### config.mk
export PLATFORM = sky130hd
export DESIGN_NAME = counter_datachk
export DESIGN_NICKNAME = d
export VERILOG_FILES = /design/src/rtl/counter_datachk.sv
export SDC_FILE = /design/constraint.sdc
export NUM_CORES = 1
export LEC_CHECK = 0
export BUFFER_PORTS_ARGS = -buffer_cell sky130_fd_sc_hd__buf_2
export CAP_MARGIN = 5
export CORE_MARGIN = 2
export CORE_UTILIZATION = 50
export CTS_BUF_LIST = sky130_fd_sc_hd__clkbuf_8 sky130_fd_sc_hd__clkbuf_16
export CTS_CLUSTER_DIAMETER = 100
export DETAILED_ROUTE_END_ITERATION = 8
export GPL_ROUTABILITY_DRIVEN = 0
export PLACE_DENSITY = 0.72
export SYNTH_ARGS = -nofsm -noshare
export SYNTH_HDL_FRONTEND = slang
export SYNTH_SLANG_ARGS = --single-unit
### constraint.sdc
create_clock -name clk -period 3.6 [get_ports clk]
set_input_delay 0.36 -clock clk [delete_from_list [all_inputs] [get_ports clk]]
set_output_delay 0.36 -clock clk [all_outputs]
set_load 0.1 [all_outputs]
### src/rtl/counter_datachk.sv
// counter_datachk: receive-side checker for the incrementing-counter loopback
// pattern. Recovers word alignment by rotating a 16-bit window of the current
// and previous raw words, verifies that each aligned word is the previous one
// plus one (mod 256), and reports lock, per-error strobes and saturating
// error/word statistics. Single clock domain, synchronous active-low reset.
module counter_datachk #(
    parameter int LOCK_CNT = 16,
    parameter int LOSS_CNT = 4,
    parameter int SLIP_EN  = 1
) (
    input  logic        clk,
    input  logic        rst,
    input  logic [7:0]  data_in,
    input  logic        data_valid,
    input  logic        clear,
    output logic        locked,
    output logic [2:0]  slip,
    output logic [7:0]  data_aligned,
    output logic        aligned_valid,
    output logic        err_pulse,
    output logic [15:0] err_cnt,
    output logic [31:0] word_cnt
);

    // Lock state encoding.
    localparam logic [0:0] ST_SEARCH = 1'b0;
    localparam logic [0:0] ST_LOCKED = 1'b1;

    // Priming stages: nothing seen yet, next word loads the reference, comparing.
    localparam logic [1:0] PRIME_EMPTY = 2'd0;
    localparam logic [1:0] PRIME_REF   = 2'd1;
    localparam logic [1:0] PRIME_RUN   = 2'd2;

    localparam logic [7:0]  LOCK_THR  = 8'(LOCK_CNT);
    localparam logic [3:0]  LOSS_THR  = 4'(LOSS_CNT);
    localparam logic [15:0] ERR_MAX   = 16'hFFFF;
    localparam logic [31:0] WORD_MAX  = 32'hFFFF_FFFF;

    logic [0:0]  state_q,  state_d;
    logic [2:0]  slip_q,   slip_d;
    logic [7:0]  prev_q,   prev_d;
    logic [7:0]  ref_q,    ref_d;
    logic [7:0]  match_q,  match_d;
    logic [3:0]  miss_q,   miss_d;
    logic [1:0]  prime_q,  prime_d;
    logic [7:0]  da_q,     da_d;
    logic        av_q,     av_d;
    logic        ep_q,     ep_d;
    logic [15:0] ec_q,     ec_d;
    logic [31:0] wc_q,     wc_d;

    logic [15:0] window_s;
    logic [7:0]  aligned_s;
    logic [7:0]  expected_s;
    logic        match_s;
    logic        inc_err_s;
    logic        inc_word_s;

    // Rotate the two-word window by the current slip and form the expected word.
    always_comb begin
        window_s   = {data_in, prev_q};
        aligned_s  = window_s[slip_q +: 8];
        expected_s = ref_q + 8'd1;
        match_s    = (aligned_s == expected_s);
    end

    // Next-state logic: priming, search/lock FSM and statistics counters.
    always_comb begin
        state_d    = state_q;
        slip_d     = slip_q;
        prev_d     = prev_q;
        ref_d      = ref_q;
        match_d    = match_q;
        miss_d     = miss_q;
        prime_d    = prime_q;
        da_d       = da_q;
        av_d       = 1'b0;
        ep_d       = 1'b0;
        ec_d       = ec_q;
        wc_d       = wc_q;
        inc_err_s  = 1'b0;
        inc_word_s = 1'b0;

        if (data_valid) begin
            prev_d = data_in;
            case (prime_q)
                PRIME_EMPTY: begin
                    prime_d = PRIME_REF;
                end
                PRIME_REF: begin
                    ref_d   = aligned_s;
                    da_d    = aligned_s;
                    av_d    = 1'b1;
                    prime_d = PRIME_RUN;
                end
                PRIME_RUN: begin
                    ref_d = aligned_s;
                    da_d  = aligned_s;
                    av_d  = 1'b1;
                    case (state_q)
                        ST_SEARCH: begin
                            if (match_s) begin
                                if ((match_q + 8'd1) == LOCK_THR) begin
                                    state_d = ST_LOCKED;
                                    match_d = 8'd0;
                                    miss_d  = 4'd0;
                                end else begin
                                    match_d = match_q + 8'd1;
                                end
                            end else begin
                                match_d = 8'd0;
                                prime_d = PRIME_REF;
                                if (SLIP_EN != 0) begin
                                    slip_d = slip_q + 3'd1;
                                end else begin
                                    slip_d = 3'd0;
                                end
                            end
                        end
                        ST_LOCKED: begin
                            inc_word_s = 1'b1;
                            if (match_s) begin
                                miss_d = 4'd0;
                            end else begin
                                ep_d      = 1'b1;
                                inc_err_s = 1'b1;
                                if ((miss_q + 4'd1) == LOSS_THR) begin
                                    state_d = ST_SEARCH;
                                    miss_d  = 4'd0;
                                    match_d = 8'd0;
                                    prime_d = PRIME_REF;
                                end else begin
                                    miss_d = miss_q + 4'd1;
                                end
                            end
                        end
                        default: begin
                            state_d = ST_SEARCH;
                        end
                    endcase
                end
                default: begin
                    prime_d = PRIME_EMPTY;
                end
            endcase
        end else begin
            prev_d = prev_q;
        end

        // Saturating statistics; clear overrides any coincident increment.
        if (clear) begin
            ec_d = 16'd0;
            wc_d = 32'd0;
        end else begin
            if (inc_err_s && (ec_q != ERR_MAX)) begin
                ec_d = ec_q + 16'd1;
            end else begin
                ec_d = ec_q;
            end
            if (inc_word_s && (wc_q != WORD_MAX)) begin
                wc_d = wc_q + 32'd1;
            end else begin
                wc_d = wc_q;
            end
        end
    end

    // State and output registers with synchronous active-low reset.
    always_ff @(posedge clk) begin
        if (!rst) begin
            state_q <= ST_SEARCH;
            slip_q  <= 3'd0;
            prev_q  <= 8'd0;
            ref_q   <= 8'd0;
            match_q <= 8'd0;
            miss_q  <= 4'd0;
            prime_q <= PRIME_EMPTY;
            da_q    <= 8'd0;
            av_q    <= 1'b0;
            ep_q    <= 1'b0;
            ec_q    <= 16'd0;
            wc_q    <= 32'd0;
        end else begin
            state_q <= state_d;
            slip_q  <= slip_d;
            prev_q  <= prev_d;
            ref_q   <= ref_d;
            match_q <= match_d;
            miss_q  <= miss_d;
            prime_q <= prime_d;
            da_q    <= da_d;
            av_q    <= av_d;
            ep_q    <= ep_d;
            ec_q    <= ec_d;
            wc_q    <= wc_d;
        end
    end

    assign locked        = (state_q == ST_LOCKED);
    assign slip          = slip_q;
    assign data_aligned  = da_q;
    assign aligned_valid = av_q;
    assign err_pulse     = ep_q;
    assign err_cnt       = ec_q;
    assign word_cnt      = wc_q;

endmodule

==> flow_summary_export.csv <==
group,metric,value,unit
synthesis,ys_ff_latch,84,
job,cap_violations,0,
sta,fin_crit,3230,ps
worst_setup_path,cp_max_fo,42,
route,drc,0,
clock_network,cts_buffers,9,
synthesis,synthXorXnorAreaFrac,8.10,%
route,routed_wl,10.4,mm
route,avgRoutedWirePerCell,14.8,microns
clock_network,cts_tree,"done",
clock_network,cts_resized,0,
power_and_ir_drop,p_leak,2.03,nW
clock_network,htreeDepth,3,
synthesis,synth-simple-area-share,27.9,%
floorplan,core_area,9060,sq um
sta,tns,0,ps
clock_network,clkTransAtPathRegs,80,ps
floorplan,pin_count,74,
synthesis,synth_common_cells,"84 x dfxtp_1, 64 x nor2_1, 45 x nand2_1",
worst_setup_path,required,3900,ps
synthesis,synth_compound_gate_area_share,10.8,%
min_path,hold_path.class,"in2reg",
synthesis,ys.flop_type,"dfxtp_1",
power_and_ir_drop,p_total,1.86,mW
layout,insertedDiodeCount,0,
outcome,outcome,"finished clean",
route,drt_iter0_markers,116,
floorplan,dieArea,9990,sq um
synthesis,synth.area.mux_share,9.79,%
synthesis,syn_avg_cell_area,8.84,sq um
power_and_ir_drop,vdd_drop_max,0.208,mV
global_route,grt_remaining_overflow,0,
worst_setup_path,cp-start-kind,"flop",
synthesis,synth_top_family_by_area,"simple AND/OR/NAND/NOR gates",
sta,fin_skew,12.8,ps
sta,max_clock_freq,310,MHz
synthesis,synthArstFlopShare,0,%
synthesis,synthDistinctLibCells,56,
synthesis,synthAdderAreaFrac,2.99,%
clock_network,clk_latency,360,ps
clock_network,cts_buffer_depth,2,
power_and_ir_drop,power.density,359,nW/um^2
layout,final_layout_size_suffix_gt1_share,18.4,%
synthesis,synth-edff-count,0,
place,port-buffer-count,73,
synthesis,synth_top_area_cell,"dfxtp_1",
global_route,grt_use_total,20.9,%
sta,finalHoldViolations,0,
worst_setup_path,cp-end-kind,"flop",
worst_setup_path,crit_type,"reg2reg",
floorplan,fp.dieW,100,microns
global_route,grt_pass1_vias,3671,
global_route,grt_pass1_wl,17.3,mm
sta,rsz0062_at_grt,"no",
synthesis,netlist_top_cells_area,"dfxtp_1 37%, nor2_1 5.2%, xor2_1 4.6%",
synthesis,synth_nets,544,
synthesis,ys_warn_count,0,
floorplan,start_util,50.8,%
floorplan,rows,35,
clock_network,cts_hold_buf,0,
global_route,antenna_found_initial,0,
synthesis,syn_inst,521,
synthesis,synth_top_area_share,36.5,%
clock_network,root_buffer,"clkbuf_8",
sta,drv_slew,0,
sta,slew-limit-headroom,36.2,%
synthesis,yosysMostFrequentCell,"dfxtp_1",
synthesis,synth_area,4600,sq um
route,routed-via-count,4096,
route,postRouteAntennaNets,0,
sta,tightestPinTransition,950,ps
sta,final-setup-viol-count,0,
global_route,grt_max_degree,47,
place,place_hpwl,7.39,mm
floorplan,die_y,100,microns
synthesis,ys_seq_area_share,36.5,%
route,vias_per_cell,5.83,
clock_network,clkSinkCount,84,
layout,area_delta_synth_final,12.9,%
clock_network,postCtsSetupBuffers,0,
layout,final_util,57.3,%
worst_setup_path,arrival,3530,ps
sta,fin_crit_sh,89.6,%
route,drtPass1Iterations,4,
layout,num-nets-final,609,
area by class of cell:
| class | instances | area, sq um |
|---|---|---|
| Clock inverter | 6 | 46.3 |
| Sequential cell | 84 | 1680 |
| Multi-Input combinational cell | 403 | 2750 |
| Clock buffer | 10 | 138 |
| Inverter | 8 | 30.0 |
| Fill cell | 853 | 3870 |
| Tap cell | 111 | 139 |
| Timing Repair Buffer | 80 | 418 |
critical path, cell delays in order (launching register included):
cell and delay (ps):
dfxtp_1 680, mux4_2 620, mux2i_4 230, xnor3_1 250, nand3_1 160, a2111oi_4 380, buf_4 400, nand2b_1 240
o221a_1 200
placed cells by master (no fill, tap or decap), types with 2 or more instances in the layout:
| master | netlist | layout |
|---|---|---|
| o31ai_1 | 2 | 2 |
| buf_4 | 0 | 7 |
| and3_1 | 10 | 10 |
| xor2_1 | 24 | 24 |
| a211oi_1 | 8 | 8 |
| nor3_1 | 10 | 10 |
| nor4b_1 | 4 | 4 |
| nor2b_1 | 3 | 3 |
| a22oi_1 | 2 | 2 |
| nand3_1 | 34 | 34 |
| nand3b_1 | 3 | 3 |
| a31oi_1 | 2 | 2 |
| mux2i_1 | 20 | 20 |
| ha_1 | 11 | 11 |
| o21ai_0 | 15 | 15 |
| or3_1 | 14 | 14 |
| o211ai_1 | 9 | 9 |
| and2_1 | 7 | 7 |
| a21oi_1 | 16 | 16 |
| o22ai_1 | 2 | 2 |
| nand2b_1 | 5 | 5 |
| nor2_1 | 64 | 64 |
| xnor2_1 | 16 | 16 |
| a32oi_1 | 2 | 2 |
| nor4_1 | 4 | 4 |
| nand4_1 | 16 | 16 |
| nand4b_1 | 3 | 3 |
| clkbuf_8 | 0 | 10 |
| mux4_2 | 6 | 6 |
| and4_1 | 13 | 13 |
| dfxtp_1 | 84 | 84 |
| nand2_1 | 45 | 45 |
| mux4_1 | 3 | 3 |
| inv_6 | 0 | 2 |
| or4_1 | 7 | 7 |
| buf_2 | 2 | 73 |
| or2_2 | 3 | 3 |
| o21a_1 | 5 | 5 |
| inv_1 | 7 | 7 |
| clkinvlp_4 | 0 | 2 |
metal layers:
| metal | share of wire (%) | wire (microns) | up-vias | global-route usage [%] |
|---|---|---|---|---|
| li1 | - | - | 2034 | - |
| met1 | 47 | 4920 | 1955 | 27.9 |
| met2 | 47 | 4930 | 95 | 35.0 |
| met3 | 3.8 | 400 | 12 | 2.99 |
| met4 | 1.3 | 138 | 0 | 7.06 |
| met5 | 0 | 0 | - | 0 |
path summary, 6_finish.rpt:
path / endpoint / depth (start not counted) / startpoint / slack [ps]
hold / removal: prev_q[7] / 3 / data_in[7] / 250
setup reg to reg: err_cnt[12] / 8 / slip[1] / 370
hold reg to reg: err_cnt[5] / 2 / err_cnt[5] / 480
setup / recovery: err_cnt[12] / 8 / slip[1] / 370
sequential cells by signal (all words and copies together) (netlist names):
register	cells
word_cnt	32
err_cnt	16
data_aligned	8
match_q	8
prev_q	8
miss_q	4
slip	3
prime_q	2
aligned_valid	1
err_pulse	1
locked	1
stage by stage:
step           std cells  instance area, sq um  hold WS [ps]  worst slack [ps]
6_report             702                  5200           248               374
5_1_grt              702                  5200           265               180
4_1_cts              702                  5200           237               372
3_5_place_dp         686                  5010           471               396
3_3_place_gp         686                  5010           462               507
2_1_floorplan        521                  4600           452               154
power breakdown:
part	switching (mW)	leakage [nW]	total [mW]	internal, mW
logic	0.178	1.26	0.254	0.0755
clock network	0.363	0.0893	0.638	0.275
registers	0.0262	0.679	0.973	0.946
total	0.568	2.03	1.86	1.30
cells by family after synthesis:
logic type,after synthesis
and+or+nand+nor,247
DFF,84
AOI/OAI and AO/OA,73
xor gates and xnor gates,41
buffers and inverters,34
muxes,31
adders and majority gates,11
Note: power is estimated with default switching activity, not from simulation.
